==> src/rtl/ghost_collision_ctrl.sv <==
// ghost_collision_ctrl: per-frame Pac-Man/ghost overlap detection plus the
// IDLE/PLAY/FREEZE/OVER game-state machine that drives the ghost movers.
// Optional feature macro: GHOST_COLLISION_LIVES_EN
//   defined     : multi-life play with a FREEZE/respawn interval per lost life
//   not defined : any registered hit ends the game; lives reads as 1,
//                 freeze and respawn stay low
module ghost_collision_ctrl #(
  parameter logic [9:0] HIT_DIST      = 10'd12,
  parameter logic [1:0] LIVES_INIT    = 2'd3,
  parameter logic [7:0] FREEZE_FRAMES = 8'd90,
  parameter logic [7:0] MODE_DIV      = 8'd60
) (
  input  logic       frame_clk,
  input  logic       Reset,
  input  logic       start_game,
  input  logic [9:0] pac_x,
  input  logic [9:0] pac_y,
  input  logic [9:0] ghost0_x,
  input  logic [9:0] ghost1_x,
  input  logic [9:0] ghost2_x,
  input  logic [9:0] ghost3_x,
  input  logic [9:0] ghost0_y,
  input  logic [9:0] ghost1_y,
  input  logic [9:0] ghost2_y,
  input  logic [9:0] ghost3_y,
  output logic [4:0] counter,
  output logic       game_over,
  output logic       freeze,
  output logic       respawn,
  output logic       life_lost,
  output logic [1:0] lives,
  output logic [1:0] hit_id
);

  typedef enum logic [1:0] {
    S_IDLE   = 2'd0,
    S_PLAY   = 2'd1,
    S_FREEZE = 2'd2,
    S_OVER   = 2'd3
  } state_t;

  state_t     r_state;
  logic [4:0] r_counter;
  logic [7:0] r_div;
  logic       r_game_over;
  logic       r_life_lost;
  logic       r_hit;
  logic [1:0] r_hit_id;
`ifdef GHOST_COLLISION_LIVES_EN
  logic [1:0] r_lives;
  logic [7:0] r_frz_cnt;
  logic       r_freeze;
  logic       r_respawn;
`else
  // Lives and freeze length have no effect in the single-life build.
  logic       w_unused_params;
  assign w_unused_params = ^{LIVES_INIT, FREEZE_FRAMES};
`endif

  logic [9:0] w_gx [4];
  logic [9:0] w_gy [4];
  logic [3:0] w_overlap;
  logic [1:0] w_hit_idx;

  assign w_gx[0] = ghost0_x;
  assign w_gx[1] = ghost1_x;
  assign w_gx[2] = ghost2_x;
  assign w_gx[3] = ghost3_x;
  assign w_gy[0] = ghost0_y;
  assign w_gy[1] = ghost1_y;
  assign w_gy[2] = ghost2_y;
  assign w_gy[3] = ghost3_y;

  // Unsigned distance: always subtract the smaller from the larger, so no wrap.
  function automatic logic [9:0] abs_diff(input logic [9:0] a, input logic [9:0] b);
    return (a > b) ? (a - b) : (b - a);
  endfunction

  // Per-ghost overlap test, X and Y thresholds applied independently.
  always_comb begin
    // NOTE: combinational blocks use blocking '=' and assign a default first,
    // so every path drives every output and no latch is inferred.
    w_overlap = '0;
    for (int i = 0; i < 4; i++) begin
      w_overlap[i] = (abs_diff(pac_x, w_gx[i]) < HIT_DIST) &&
                     (abs_diff(pac_y, w_gy[i]) < HIT_DIST);
    end
  end

  // Priority encoder: lowest-numbered overlapping ghost wins.
  always_comb begin
    w_hit_idx = 2'd0;
    for (int i = 3; i >= 0; i--) begin
      if (w_overlap[i]) w_hit_idx = 2'(i);
    end
  end

  // Hit register: samples overlaps only while playing, otherwise held clear.
  always_ff @(posedge frame_clk) begin
    // NOTE: sequential state uses non-blocking '<=' so all registers update
    // together from pre-edge values, independent of statement order.
    if (Reset) begin
      r_hit    <= 1'b0;
      r_hit_id <= 2'd0;
    end else if (r_state == S_PLAY) begin
      r_hit    <= |w_overlap;
      r_hit_id <= w_hit_idx;
    end else begin
      r_hit    <= 1'b0;
      r_hit_id <= 2'd0;
    end
  end

  // Game FSM with registered status outputs and one-frame pulses.
  always_ff @(posedge frame_clk) begin
    if (Reset) begin
      r_state     <= S_IDLE;
      r_counter   <= 5'd0;
      r_div       <= 8'd0;
      r_game_over <= 1'b0;
      r_life_lost <= 1'b0;
`ifdef GHOST_COLLISION_LIVES_EN
      r_lives     <= LIVES_INIT;
      r_frz_cnt   <= 8'd0;
      r_freeze    <= 1'b0;
      r_respawn   <= 1'b0;
`endif
    end else begin
      r_life_lost <= 1'b0;
`ifdef GHOST_COLLISION_LIVES_EN
      r_respawn   <= 1'b0;
`endif
      if (r_state == S_IDLE || !start_game) begin
        // Idle values; dropping start_game leaves any active state first,
        // ahead of a pending hit or freeze expiry.
        r_state     <= start_game ? S_PLAY : S_IDLE;
        r_counter   <= 5'd0;
        r_div       <= 8'd0;
        r_game_over <= 1'b0;
`ifdef GHOST_COLLISION_LIVES_EN
        r_lives     <= LIVES_INIT;
        r_frz_cnt   <= 8'd0;
        r_freeze    <= 1'b0;
`endif
      end else begin
        case (r_state)
          S_PLAY: begin
            if (r_div == MODE_DIV - 8'd1) begin
              r_div     <= 8'd0;
              r_counter <= r_counter + 5'd1;
            end else begin
              r_div <= r_div + 8'd1;
            end
            if (r_hit) begin
              r_life_lost <= 1'b1;
`ifdef GHOST_COLLISION_LIVES_EN
              if (r_lives > 2'd1) begin
                r_lives   <= r_lives - 2'd1;
                r_frz_cnt <= 8'd0;
                r_freeze  <= 1'b1;
                r_state   <= S_FREEZE;
              end else begin
                r_lives     <= 2'd0;
                r_game_over <= 1'b1;
                r_state     <= S_OVER;
              end
`else
              r_game_over <= 1'b1;
              r_state     <= S_OVER;
`endif
            end
          end
`ifdef GHOST_COLLISION_LIVES_EN
          S_FREEZE: begin
            if (r_frz_cnt == FREEZE_FRAMES - 8'd1) begin
              r_frz_cnt <= 8'd0;
              r_freeze  <= 1'b0;
              r_respawn <= 1'b1;
              r_state   <= S_PLAY;
            end else begin
              r_frz_cnt <= r_frz_cnt + 8'd1;
            end
          end
`endif
          default: begin
            // OVER: everything holds until start_game drops.
          end
        endcase
      end
    end
  end

  assign counter   = r_counter;
  assign game_over = r_game_over;
  assign life_lost = r_life_lost;
  assign hit_id    = r_hit_id;
`ifdef GHOST_COLLISION_LIVES_EN
  assign lives     = r_lives;
  assign freeze    = r_freeze;
  assign respawn   = r_respawn;
`else
  assign lives     = 2'd1;
  assign freeze    = 1'b0;
  assign respawn   = 1'b0;
`endif

endmodule

==> config.mk <==
export PLATFORM = sky130hd
export DESIGN_NAME = ghost_collision_ctrl
export DESIGN_NICKNAME = d
export VERILOG_FILES = /design/src/rtl/ghost_collision_ctrl.sv
export SDC_FILE = /design/constraint.sdc
export NUM_CORES = 1
export LEC_CHECK = 0
export BUFFER_PORTS_ARGS = -buffer_cell sky130_fd_sc_hd__buf_2
export CAP_MARGIN = 20
export CORE_MARGIN = 3
export CORE_UTILIZATION = 26
export DETAILED_ROUTE_END_ITERATION = 8
export HOLD_SLACK_MARGIN = 0.02
export PLACE_DENSITY_LB_ADDON = 0.12
export SKIP_CTS_REPAIR_TIMING = 1
export SYNTH_ARGS = -nofsm -noshare
export SYNTH_HDL_FRONTEND = slang
export SYNTH_SLANG_ARGS = --single-unit
==> constraint.sdc <==
create_clock -name frame_clk -period 8 [get_ports frame_clk]
set_clock_uncertainty 0.1 [all_clocks]
set_input_delay 1.6 -clock frame_clk [delete_from_list [all_inputs] [get_ports frame_clk]]
set_output_delay 1.6 -clock frame_clk [all_outputs]
set_load 0.03 [all_outputs]
[Yosys cells after proc, flatten, opt, wreduce, memory -nomap -nowiden]
Index checks and enable logic that the tools add are counted.
Word-level totals
  register bits after elaboration: 20
  input port bits: 103
  output and inout port bits: 13
  logic and storage cells: 80
Operators by class
  add/subtract/negate cells: 18
  magnitude comparators: 16
  equal/unequal tests: 2
  muxes and demuxes: 17
  bitwise gates (word level): 1
  reductions and logical operators: 18
Operators by type and width (number)
  10-bit subtractor: 16
  10-bit greater-than comparator: 8
  10-bit by 4-bit less-than comparator with 1-bit output (second input constant): 8
  10-bit 2-to-1 mux: 8
  2-bit 2-to-1 mux: 5
  8-bit by 1-bit adder with 8-bit output (second input constant): 1
  8-bit by 6-bit equality test with 1-bit output (second input constant): 1
  8-bit 2-to-1 mux: 1
  4-bit OR reduction: 2
  2-bit AND reduction: 3
  3-bit OR reduction: 2
  5-bit by 1-bit adder with 5-bit output (second input constant): 1
  1-bit logical AND: 4
  2-bit nonzero test: 2
  2-bit OR reduction: 2
  1-bit 2-to-1 mux: 3
  2-bit by 1-bit equality test with 1-bit output (second input constant): 1
  2-bit zero test: 1
  1-bit zero test: 1
  1-bit logical OR: 1
  1-bit inverter: 1

[Depth between registers and ports, before layout]
  depth in word-level cells: 7
  gate-level depth with buffers: 12
  gate-level depth less buffers: 11

[Least setup slack after synthesis]
Ideal clock, no wire load.
  path type: input -> register
  start point: input pac_x[1]
  end point: register r_hit
  library setup time: 0.088 ns
  arrival: 3.984 ns
  data required time: 7.812 ns
  slack: 3.828 ns
  stages: 11
  path buffers: 0
  path through: inv_1 ha_1 nor2b_4 o21a_1 o31a_1 or4_1 a2111oi_0 nor4b_2 o22ai_1 and2_4 a311oi_2
Between the ends
  longest elaborated chain between the ends: 5
  elaborated cells on any way between the ends: 25
  classes of those cells: add/sub: 8; order compare: 8; mux: 4; reduce/logical: 5
Ends and longest elaborated chain
  start: declaration: line 16  | input logic [9:0] pac_x,
  10-bit subtractor / 10-bit greater-than comparator (equally long branches): line 76  | return (a > b) ? (a - b) : (b - a);
  10-bit 2-to-1 mux: line 76
  10-bit by 4-bit less-than comparator with 1-bit output: line 85  | w_overlap[i] = (abs_diff(pac_x, w_gx[i]) < HIT_DIST) &&
  1-bit logical AND: line 85
  4-bit OR reduction *: line 106  | r_hit <= |w_overlap;
  end signal: assignment: line 106
  end: declaration: line 47  | logic r_hit;
Every way passes the cells marked *; elsewhere a longest branch is shown, timed or not.
A chain may end at the register's enable or synchronous reset.

[Worst setup path after layout]
  start point: input pac_y[2]
  end point: register r_hit
Between the ends
  longest elaborated chain between the ends: 5
  elaborated cells on any way between the ends: 25
  classes of those cells: add/sub: 8; order compare: 8; mux: 4; reduce/logical: 5
Ends and longest elaborated chain
  start: declaration: line 17  | input logic [9:0] pac_y,
  10-bit subtractor / 10-bit greater-than comparator (equally long branches): line 76
  10-bit 2-to-1 mux: line 76
  10-bit by 4-bit less-than comparator with 1-bit output: line 86  | (abs_diff(pac_y, w_gy[i]) < HIT_DIST);
  1-bit logical AND: line 85
  4-bit OR reduction *: line 106
Marked as above.

==> impl_metrics.json <==
{
  "outcome": "finished, final reports clean",
  "rsz0062_at_grt": "no",
  "cts_buffers": 3,
  "synth_flop_cell": "dfxtp_1",
  "syn_area_um2": 7120,
  "utilization": 0.303,
  "synth_cells": 990,
  "rr_worst_depth": 6,
  "crit_chain": "buf_2 -> inv_1 -> ha_1 -> or3_1 -> and3_1 -> a2111oi_0 -> o221ai_1 -> a2111oi_0 -> mux2i_1 -> a21o_1 -> a311oi_2",
  "port_buffers": 111,
  "design.core.area_um2": 26500,
  "clk_path_buf_depth": 2,
  "switchingPower_uw": 331,
  "p_per_area_nw_per_um2": 92.5,
  "clock_sinks": 20,
  "htree_levels": 1,
  "combPwrFrac": 0.678,
  "crit_required_ns": 8.07,
  "ys_seq_elements": 20,
  "setup_tns_ns": 0,
  "drive_gt1_frac": 0.125,
  "clk_pin_slew_ns": 0.06,
  "grt_use_met3": 0.00735,
  "vias": 7068,
  "maxSlewHeadroom": 0.368,
  "fin_crit_ns": 4.67,
  "grt_pass1_vias": 6977,
  "synth_edf_count": 0,
  "hold_viol_final": 0,
  "grt_busiest_layer": "met2",
  "io-pin-count": 116,
  "p_sw_frac": 0.446,
  "ant_nets": 0,
  "fin_ws_ns": 3.33,
  "synthDistinctLibCells": 72,
  "p_leak_uw": 0.00398,
  "start_kind": "input pin",
  "tightest_slew_ns": 0.940,
  "reg2reg_slack_ns": 5.75,
  "holdPathStages": 2,
  "gr-usage-all-layers": 0.157,
  "maxCapViolCount": 0,
  "pwr-share-seq": 0.135,
  "wire_per_inst_um": 17.0,
  "cp_slowest_stage_delay_ns": 0.43,
  "dp_hpwl_um": 20000,
  "die_y_um": 172,
  "async_reset_ff_frac": 0,
  "use_met1": 0.216,
  "power_uw": 742,
  "finalMaxSlewViolations": 0,
  "setup_viol": 0,
  "endpoint_kind": "flop",
  "detail_route.vias_per_cell": 5.05,
  "ir_worst_vdd_mv": 0.0538,
  "place_congestion": 0.856,
  "cts_tree": "done",
  "die_x_um": 172,
  "arrival_ns": 4.74,
  "area_growth_pct": 12.7,
  "clkPwrFrac": 0.187,
  "critPathMaxFanout": 7,
  "grt_pass1_wl_um": 36900,
  "wl_um": 23800,
  "drtIter0Drc": 310,
  "synth_seq_area_share": 0.0562,
  "cp_common_cell": "a2111oi_0",
  "nFillCells": 2938,
  "worstHoldEndpoint": "game_over",
  "antenna_found_initial": 1,
  "finalCritPeriodShare": 0.584,
  "hp-start": "game_over",
  "dp_slack_ns": 3.08,
  "gr-total-overflow": 0,
  "clkLatencyLatePin_ns": 0.26,
  "hp-class": "flop to flop",
  "cts-root-buf": "clkbuf_16",
  "met2_usage": 0.274,
  "die_area_um2": 29400,
  "crit_type": "input pin to flop",
  "fin_nets": 1322,
  "drcViolationCount": 0,
  "avgSynthCellArea_um2": 7.20,
  "dr.pass1.iters": 5,
  "start_util": 0.269,
  "grt_max_degree": 13,
  "fmax_ghz": 0.214,
  "multi_input_area_um2": 6080,
  "r2r-end": "counter[3]",
  "intPower_uw": 411,
  "antenna_cells": 0,
  "seq_area_um2": 400,
  "crit_slowest_cell": "ha_1",
  "ys_warn_count": 0,
  "num_rows": 59,
  "r2r-start": "r_state[0]"
}
## routing by layer
layer  part of all wire  vias up
met2               0.46      170
met4              0.016        0
met5                  0        -
li1                   -     3630
met3              0.039       21
met1               0.48     3247
## critical path, delay by kind of cell
family	cells	cell delay, ns
AO/OA/AOI/OAI	5	1.49
multiplexers	1	0.29
AND/OR/NAND/NOR	2	0.58
adder cells (fa/ha/maj)	1	0.43
buffers and inverters	2	0.35
## kinds of logic after synthesis
group	Yosys count	synth area share
and+or+nand+nor	283	0.210
buffers and inverters	167	0.0912
xor gates and xnor gates	79	0.0971
AOI/OAI and AO/OA	271	0.253
adders and majority gates	154	0.271
DFF	20	0.0562
other	2	0.00105
muxes	14	0.0200
## metrics by stage
stage / hold WS (ns) / cell area, µm² / std cells
final: 0.356 / 8030 / 1399
after global placement: 0.353 / 7920 / 1395
after floorplan: 0.327 / 7130 / 992
after detailed placement: 0.356 / 7920 / 1395
after CTS: 0.366 / 8030 / 1399
after global routing: 0.398 / 8030 / 1399
## synthesized netlist by cell type, types with 7 or more instances
master | count | area (µm²)
mux2i_1 | 12 | 120
nand4_1 | 15 | 93.8
or3_1 | 13 | 81.3
nor2_1 | 75 | 282
nand3b_1 | 8 | 60.1
xor2_1 | 41 | 359
o22ai_1 | 7 | 43.8
o21a_1 | 24 | 180
inv_1 | 124 | 465
and3_1 | 11 | 68.8
clkbuf_1 | 35 | 131
dfxtp_1 | 20 | 400
a211oi_1 | 10 | 75.1
o21bai_1 | 10 | 75.1
xnor2_1 | 38 | 333
and2_1 | 8 | 50.1
nor4_1 | 14 | 87.6
a31oi_1 | 15 | 93.8
nor3_1 | 20 | 100
nand2b_1 | 14 | 87.6
nand2_1 | 41 | 154
a21o_1 | 20 | 150
nor2b_1 | 21 | 131
o211ai_1 | 9 | 67.6
nand3_1 | 18 | 90.1
a21oi_1 | 74 | 370
ha_1 | 154 | 1930
o21ai_0 | 43 | 215
## placed cells by master, fill, tap and decap left out, drive strengths merged, types with 9 or more instances in the layout
master	instances
ha	154
inv	124
buf	111
nor2	75
a21oi	75
o21ai	44
xor2	41
nand2	41
xnor2	38
o21a	24
nor2b	22
nor3	20
a21o	20
dfxtp	20
nand3	18
nand4	15
a31oi	15
nor4	14
nand2b	14
or3	13
mux2i	12
and3	11
o21bai	10
a211oi	10
o211ai	9
and2	9
## power groups by stage
stage          logic, µW  clock network [µW]  registers [µW]
6_report             503                 139             100
5_1_grt              564                 147             100
4_1_cts              503                 142             100
3_5_place_dp         499                   0             103
3_3_place_gp         508                   0             103
2_1_floorplan        363                   0             103
## worst max-delay path by stage
stage	start	end	slack, ns	cells past startpoint
after floorplan	pac_x[1]	r_hit	3.83	11
after global placement	pac_y[8]	r_hit	2.96	12
after detailed placement	pac_y[8]	r_hit	3.08	12
after CTS	pac_y[8]	r_hit	3.29	12
after global routing	pac_y[8]	r_hit	3.12	12
final	pac_y[2]	r_hit	3.33	11
## sequential cells by signal, indices dropped and copies added (netlist names)
signal,flops
r_div,8
counter,5
r_hit,1
game_over,1
r_state,2
hit_id,2
life_lost,1
## area by class of cell
type | count | area share
Multi-Input combinational cell | 805 | 0.758
Timing Repair Buffer | 111 | 0.0692
Inverter | 124 | 0.0580
Tap cell | 335 | 0.0522
Sequential cell | 20 | 0.0499
Clock buffer | 3 | 0.00935
Clock inverter | 1 | 0.00374
Power figures use the tool's default switching activity.
